===== src/rtl/vga_frame_scan.sv =====
// vga_frame_scan: VGA raster timing generator with an image-window read strobe.
// The counter, sync and strobe outputs are all registered. Each one is decoded
// from the next counter value, so it lines up with the xpos/ypos of the same
// cycle.
module vga_frame_scan #(
  parameter int               H_ACTIVE      = 640,
  parameter int               H_FP          = 16,
  parameter int               H_SYNC        = 96,
  parameter int               H_BP          = 48,
  parameter int               V_ACTIVE      = 480,
  parameter int               V_FP          = 10,
  parameter int               V_SYNC        = 2,
  parameter int               V_BP          = 33,
  parameter logic [7:0]       DISPLAY_STATE = 8'h03
) (
  input  logic        clk,
  input  logic        rst,
  input  logic [7:0]  W,
  input  logic [7:0]  H,
  input  logic [9:0]  STARTCOL,
  input  logic [9:0]  STARTROW,
  input  logic [7:0]  state,
  output logic        spram_rd_sig,
  output logic [11:0] xpos,
  output logic [11:0] ypos,
  output logic        VGA_HS,
  output logic        VGA_VS
);

  // Raster landmarks, pre-sized to the counter width.
  localparam logic [11:0] H_LAST   = 12'(H_ACTIVE + H_FP + H_SYNC + H_BP - 1);
  localparam logic [11:0] V_LAST   = 12'(V_ACTIVE + V_FP + V_SYNC + V_BP - 1);
  localparam logic [11:0] H_ACT    = 12'(H_ACTIVE);
  localparam logic [11:0] V_ACT    = 12'(V_ACTIVE);
  localparam logic [11:0] HS_FIRST = 12'(H_ACTIVE + H_FP);
  localparam logic [11:0] HS_LAST  = 12'(H_ACTIVE + H_FP + H_SYNC - 1);
  localparam logic [11:0] VS_FIRST = 12'(V_ACTIVE + V_FP);
  localparam logic [11:0] VS_LAST  = 12'(V_ACTIVE + V_FP + V_SYNC - 1);

  // Window membership: start <= pos < start+len. The sum is formed at 11 bits,
  // so a window that runs past 1023 never wraps back onto low positions.
  // A zero length gives an empty window.
  function automatic logic in_span(input logic [11:0] pos,
                                   input logic [9:0]  start,
                                   input logic [7:0]  len);
    logic [10:0] lo;
    logic [10:0] hi;
    lo = {1'b0, start};
    hi = lo + {3'b000, len};
    return (pos >= {1'b0, lo}) && (pos < {1'b0, hi});
  endfunction

  // Inclusive range test used for the sync pulses.
  function automatic logic in_range(input logic [11:0] pos,
                                    input logic [11:0] first,
                                    input logic [11:0] last);
    return (pos >= first) && (pos <= last);
  endfunction

  logic [11:0] x_nxt_p0;
  logic [11:0] y_nxt_p0;
  logic        hs_nxt_p0;
  logic        vs_nxt_p0;
  logic        rd_nxt_p0;

  // Next raster position: x wraps at the line end and carries into y.
  always_comb begin
    x_nxt_p0 = xpos + 12'd1;
    y_nxt_p0 = ypos;
    if (xpos == H_LAST) begin
      x_nxt_p0 = 12'd0;
      if (ypos == V_LAST) begin
        y_nxt_p0 = 12'd0;
      end else begin
        y_nxt_p0 = ypos + 12'd1;
      end
    end
  end

  // Decode syncs and the read strobe from the next position.
  // The strobe uses the live window and state inputs. The state test sits in
  // an if, so an unknown state code takes the no-read path.
  always_comb begin
    hs_nxt_p0 = ~in_range(x_nxt_p0, HS_FIRST, HS_LAST);
    vs_nxt_p0 = ~in_range(y_nxt_p0, VS_FIRST, VS_LAST);
    rd_nxt_p0 = 1'b0;
    if (state == DISPLAY_STATE) begin
      if ((x_nxt_p0 < H_ACT) && (y_nxt_p0 < V_ACT) &&
          in_span(x_nxt_p0, STARTCOL, W) && in_span(y_nxt_p0, STARTROW, H)) begin
        rd_nxt_p0 = 1'b1;
      end
    end
  end

  // ---- stage p0 -> outputs: register position, syncs and strobe together ----
  // Register the raster state. Reset is asynchronous and returns the raster to
  // the origin with both syncs idle (high).
  always_ff @(posedge clk or posedge rst) begin
    if (rst) begin
      xpos         <= 12'd0;
      ypos         <= 12'd0;
      VGA_HS       <= 1'b1;
      VGA_VS       <= 1'b1;
      spram_rd_sig <= 1'b0;
    end else begin
      xpos         <= x_nxt_p0;
      ypos         <= y_nxt_p0;
      VGA_HS       <= hs_nxt_p0;
      VGA_VS       <= vs_nxt_p0;
      spram_rd_sig <= rd_nxt_p0;
    end
  end

endmodule


===== config.mk =====
export PLATFORM = sky130hd
export DESIGN_NAME = vga_frame_scan
export DESIGN_NICKNAME = d
export VERILOG_FILES = /design/src/rtl/vga_frame_scan.sv
export SDC_FILE = /design/constraint.sdc
export NUM_CORES = 1
export LEC_CHECK = 0
export ABC_AREA = 1
export CORE_ASPECT_RATIO = 0.8
export CORE_MARGIN = 4
export CORE_UTILIZATION = 40
export DETAILED_ROUTE_END_ITERATION = 16
export GPL_TIMING_DRIVEN = 0
export PLACE_DENSITY = 0.74
export SLEW_MARGIN = 20
export SYNTH_ARGS = -nofsm -noshare
export SYNTH_HDL_FRONTEND = slang
export SYNTH_SLANG_ARGS = --single-unit

===== constraint.sdc =====
create_clock -name clk -period 3.6 [get_ports clk]
set_input_delay 0.36 -clock clk [delete_from_list [all_inputs] [get_ports clk]]
set_output_delay 0.36 -clock clk [all_outputs]
set_load 0.05 [all_outputs]

* After elaboration in Yosys (flattened, before gate mapping)
Index checks and enable logic that the tools add are counted.
** Cells by class
- Add/sub/neg operators :: 4
- Magnitude comparators :: 10
- Equal/unequal tests :: 3
- Muxes and demuxes :: 5
- Bitwise logic cells :: 2
- Reduce and logical (&&, ||, !) cells :: 7
** Operator list (count)
- $mux 12 :: 3
- $add 12x1->12 const B :: 2
- $eq 12x10->1 const B :: 2
- $ge 12x10->1 :: 2
- $lt 12x11->1 :: 2
- $add 10x8->11 :: 2
- $ge 12x10->1 const B :: 1
- $ge 12x9->1 const B :: 1
- $le 12x10->1 const B :: 1
- $le 12x9->1 const B :: 1
- $lt 12x10->1 const B :: 1
- $lt 12x9->1 const B :: 1
- $eq 8x2->1 const B :: 1
- $logic_and 1x1->1 :: 7
- $mux 1 :: 2
- $not 1->1 :: 2
** Storage, ports and cells
- Flip-flop bits (word level) :: 27
- Bits of input ports :: 46
- Output and inout port bits :: 27

* Longest topological paths before layout
- Depth after elaboration :: 9
- Mapped depth :: 26
- Gate-level depth less buffers :: 25

* Worst setup path after synthesis
Ideal clock, no wire load.
- Kind :: register to register
- From :: reg xpos[1]
- To :: reg spram_rd_sig
- Library setup time :: 0.119 ns
- Arrival :: 2.731 ns
- Setup slack :: 0.750 ns
- Stages on the path, launching flop included :: 24
- Clock period less this slack :: 2.850 ns
- Path through :: dfrtp_1 -> ha_1 -> nand2_2 -> nor2_4 -> nand2_2 -> inv_1 -> nand2_1 -> nor2_1 -> xnor2_1 -> or2_2 -> inv_1 -> ha_1 -> nand2_1 -> nand2_1 -> nand2_1 -> nand2_1 -> nand2_1 -> nand2_1 -> nand2_1 -> nand2_1 -> nand2_1 -> nor2_1 -> nand2_1 -> nor2_1
** Between the ends
- Cells in the longest elaborated chain, start to end :: 8
** Ends and longest elaborated chain
- from (decl) :: line 24 : output logic [11:0] xpos,
- from (signal assigned) :: line 106 : xpos <= x_nxt_p0;
- $eq 12x10->1 * :: line 70 : if (xpos == H_LAST) begin
- $mux 12 * :: line 70
- net y_nxt_p0[2] :: line 61 : logic [11:0] y_nxt_p0;
- $lt 12x9->1 :: line 88 : if ((x_nxt_p0 < H_ACT) && (y_nxt_p0 < V_ACT) &&
- $logic_and 1x1->1 (2 in series) :: line 88
- $logic_and 1x1->1 * :: line 89 : in_span(x_nxt_p0, STARTCOL, W) && in_span(y_nxt_p0, STARTROW, H)) begin
- $mux 1 * :: line 88
- $mux 1 * :: line 87 : if (state == DISPLAY_STATE) begin
- net rd_nxt_p0 :: line 64 : logic rd_nxt_p0;
- to (signal assigned) :: line 110 : spram_rd_sig <= rd_nxt_p0;
- to (decl) :: line 23 : output logic spram_rd_sig,
The timed path passes the listed nets; every way through them passes the cells marked *.

* Worst setup path after layout
- From :: in STARTCOL[0]
- To :: reg spram_rd_sig
** Between the ends
- Cells in the longest elaborated chain, start to end :: 7
** Ends and longest elaborated chain
- from (decl) :: line 20 : input logic [9:0] STARTCOL,
- $add 10x8->11 :: line 49 : hi = lo + {3'b000, len};
- $lt 12x11->1 :: line 50 : return (pos >= {1'b0, lo}) && (pos < {1'b0, hi});
- $logic_and 1x1->1 * :: line 50
- $logic_and 1x1->1 * :: line 88
- $logic_and 1x1->1 * :: line 89
- $mux 1 * :: line 88
- $mux 1 * :: line 87
- net rd_nxt_p0 :: line 64
Marked as above.

==> impl_metrics.py <==
metrics = {
    "setup_path": {
        "reg2reg_from": "xpos[1]",
        "path_cells": "clkdlybuf4s50_1 -> ha_1 -> fa_1 -> nand3_1 -> nand2_1 -> nand2_1 -> nand2_1 -> a21oi_1 -> nor2_1 -> o21ai_0 -> nand2_1 -> xor2_1 -> ha_1 -> a21oi_1 -> nor2_1 -> a21oi_1 -> nand3_1 -> nor2_1 -> nand2_1 -> nor2_1",
        "cp-startpoint": "STARTCOL[0]",
        "timing.critical_path.mode_cell": "nand2_1",
        "r2r_cells": 23,
        "critPathMaxFanout": 3,
        "cp.depth": 20,
        "required_ns": 3.81,
        "cp-start-kind": "primary input",
        "worst_path_largest_cell_delay_ns": 0.43,
        "crit_family": "simple AND/OR/NAND/NOR gates",
        "r2r-end": "spram_rd_sig",
        "slowest_stage": "clkdlybuf4s50_1",
        "rrSetupSlack_ns": 0.74,
        "end_kind": "register",
        "worstPathArrival_ns": 3.31,
        "critPathCapture": "spram_rd_sig",
        "path_buf_inv": 1,
        "critPathKind": "primary input to register",
    },
    "clock_tree": {
        "ctsLongestPathBuffers": 2,
        "htreeDepth": 1,
        "clk_latency_ns": 0.28,
        "cts.reportedPaths.clkPinSlew_ns": 0.09,
        "post_cts_resized": 0,
        "root_buffer": "clkbuf_8",
        "cts_sinks": 27,
        "cts_tree": "done",
        "cts_buffers": 3,
        "cts_hold_buf": 0,
        "post_cts_buffers": 0,
    },
    "sta": {
        "rsz0062_at_grt": "no",
        "final.period_utilization_pct": 86.0,
        "fmax_mhz": 323,
        "drv_slew": 0,
        "final.setup.tns_ns": 0,
        "skew_ns": 0.00532,
        "hold_viol": 0,
        "worst_pin_slew_ns": 0.564,
        "post-route-min-period_ns": 3.10,
        "setup_violations": 0,
        "relSlewSlack_pct": 62.3,
    },
    "min_path": {
        "hold_class": "primary input to asynchronous set/reset pin",
    },
    "route": {
        "via_per_inst": 4.91,
        "drtPass1Iterations": 4,
        "drcViolationCount": 0,
        "wl_per_cell_um": 11.9,
        "antenna_left": 0,
        "finalWirelength_um": 8070,
        "drt-initial-drc-count": 128,
        "vias": 3337,
    },
    "final_layout": {
        "syn_to_final_growth_pct": 27.1,
        "mostFrequentLayoutCell": "nand2_1",
        "drive_gt1_share_pct": 4.02,
        "regArea_sq_um": 678,
        "multi_input_area_sq_um": 2300,
        "n_fill_cell": 771,
        "mostFrequentLayoutCells": "nand2_1, inv_1, clkdlybuf4s50_1, ha_1, nor2_1",
        "n_antenna_cell": 0,
        "nets": 681,
    },
    "synth": {
        "synth-edff-count": 0,
        "syn_avg_cell_area_sq_um": 6.70,
        "syn-instance-count": 496,
        "yosysUniqueCellTypes": 34,
        "synth_flop_cell": "dfrtp_1",
        "ys_seq_area_share_pct": 20.4,
        "ys_seq_elements": 27,
        "ys_warn_count": 0,
        "syn_nets": 604,
        "syn_area_sq_um": 3320,
        "async_flop_share_pct": 100,
    },
    "power_and_ir_drop": {
        "p_total_uw": 731,
        "clock_power_share_pct": 24.1,
        "p_leak_nw": 2.25,
        "power_density_nw_per_um2": 173,
        "switching_share_pct": 30.7,
        "p_int_uw": 506,
        "power_frac_seq_pct": 41.5,
        "p_comb_share_pct": 34.4,
        "peakVddDrop_uv": 123,
        "switching_power_uw": 224,
    },
    "placement": {
        "io_buffers": 72,
        "place_congestion": 0.950,
        "dp_hpwl_um": 7030,
    },
    "floorplan": {
        "die_x_um": 110,
        "initial_core_util_pct": 41.5,
        "dieHeight_um": 89.5,
        "core_region_area_sq_um": 8020,
        "rows": 29,
        "dieArea_sq_um": 9840,
        "ios": 73,
    },
    "job": {
        "cap_viol_max_count": 0,
    },
    "global_routing": {
        "grt_use_total_pct": 16.9,
        "grt_max_degree": 28,
        "grt_overflow": 0,
        "grt_pass1_wl_um": 13500,
        "grt_pass1_vias": 3030,
        "antenna_found_initial": 0,
    },
    "outcome": {
        "status": "completed",
    },
}
synth_stat cells, types with 2 or more instances:
cell / count / area, sq um
a21o_1: 3 / 22.5
a21oi_1: 25 / 125
a31oi_1: 2 / 12.5
dfrtp_1: 25 / 626
dfstp_2: 2 / 52.6
fa_1: 2 / 40.0
ha_1: 60 / 751
inv_1: 88 / 330
nand2_1: 142 / 533
nand2_2: 5 / 31.3
nand3_1: 24 / 120
nand3_2: 2 / 20.0
nand3b_1: 2 / 15.0
nand4_1: 9 / 56.3
nor2_1: 46 / 173
nor2_2: 2 / 12.5
nor2_4: 2 / 22.5
nor3_1: 10 / 50.1
o211ai_1: 2 / 15.0
o21ai_0: 10 / 50.1
o21ai_1: 2 / 10.0
or2_2: 2 / 12.5
xnor2_1: 7 / 61.3
xor2_1: 12 / 105
worst min-delay path by stage:
stage | end | slack (ns) | cells after the start
floorplan | spram_rd_sig | 0.41 | 1
global placement | ypos[0] | 0.58 | 2
detailed placement | ypos[0] | 0.60 | 2
CTS | ypos[0] | 0.62 | 2
global route | ypos[11] | 0.52 | 2
finish | xpos[3] | 0.45 | 2
cells by family (layout without fill, tap and decap cells):
kind of cell	after synthesis	count (layout)	share of synthesized area (%)
buffers and inverters	90	166	10.4
adders and majority gates	62	62	23.8
AOI/OAI and AO/OA	49	49	8.24
DFF	27	27	20.4
and+or+nand+nor	249	249	32.2
xor gates and xnor gates	19	19	5.01
worst register-to-register path, cell delays in order, from the launching register on:
cell and delay, ns:
dfrtp_1 0.44, ha_1 0.21, nand2_2 0.10, nor2_4 0.16, nand2_2 0.08, inv_1 0.06, nand2_1 0.10, nor2_1 0.22
xnor2_1 0.12, or2_2 0.28, inv_1 0.11, ha_1 0.24, nand2_1 0.06, nand2_1 0.07, nand2_1 0.06, nand2_1 0.05
nand2_1 0.05, nand2_1 0.05, nand2_1 0.05, nand2_1 0.04, nand2_1 0.06, nor2_1 0.04, nand2_1 0.07, nor2_1 0.04
registers in the layout (all words and copies together) (netlist names):
signal	flops
VGA_VS	1
xpos	12
spram_rd_sig	1
VGA_HS	1
ypos	12
power groups by stage:
stage	clock [mW]	combinational, mW	sequential, mW
4_1_cts	0.179	0.254	0.303
5_1_grt	0.191	0.290	0.303
3_5_place_dp	0	0.253	0.309
6_report	0.176	0.251	0.303
2_1_floorplan	0	0.159	0.309
3_3_place_gp	0	0.243	0.309
metal layers:
metal | up-vias | global-route usage [%] | wire, um
li1 | 1743 | - | -
met5 | - | 0 | 0
met1 | 1517 | 24.3 | 4040
met3 | 5 | 1.66 | 449
met2 | 72 | 27.5 | 3510
met4 | 0 | 3.85 | 68
per-stage QoR:
stage / hold slack [ns] / instances / util, % / instance area, sq um / worst slack, ns
after floorplan: 0.411 / 496 / - / 3320 / 0.750
after global placement: 0.584 / 676 / 52.1 / 4180 / 0.282
after detailed placement: 0.596 / 676 / 52.1 / 4180 / 0.219
after CTS: 0.619 / 680 / 52.7 / 4230 / 0.504
after global routing: 0.523 / 680 / 52.7 / 4230 / 0.276
final: 0.451 / 680 / 52.7 / 4230 / 0.504
layout make-up:
cell class,instances,area share [%]
Timing Repair Buffer,72,17.1
Clock buffer,4,1.07
Sequential cell,27,16.0
Tap cell,108,3.20
Multi-Input combinational cell,379,54.5
Buffer,1,0.267
Inverter,89,7.91
No activity file was read; power rests on OpenSTA's default activity.
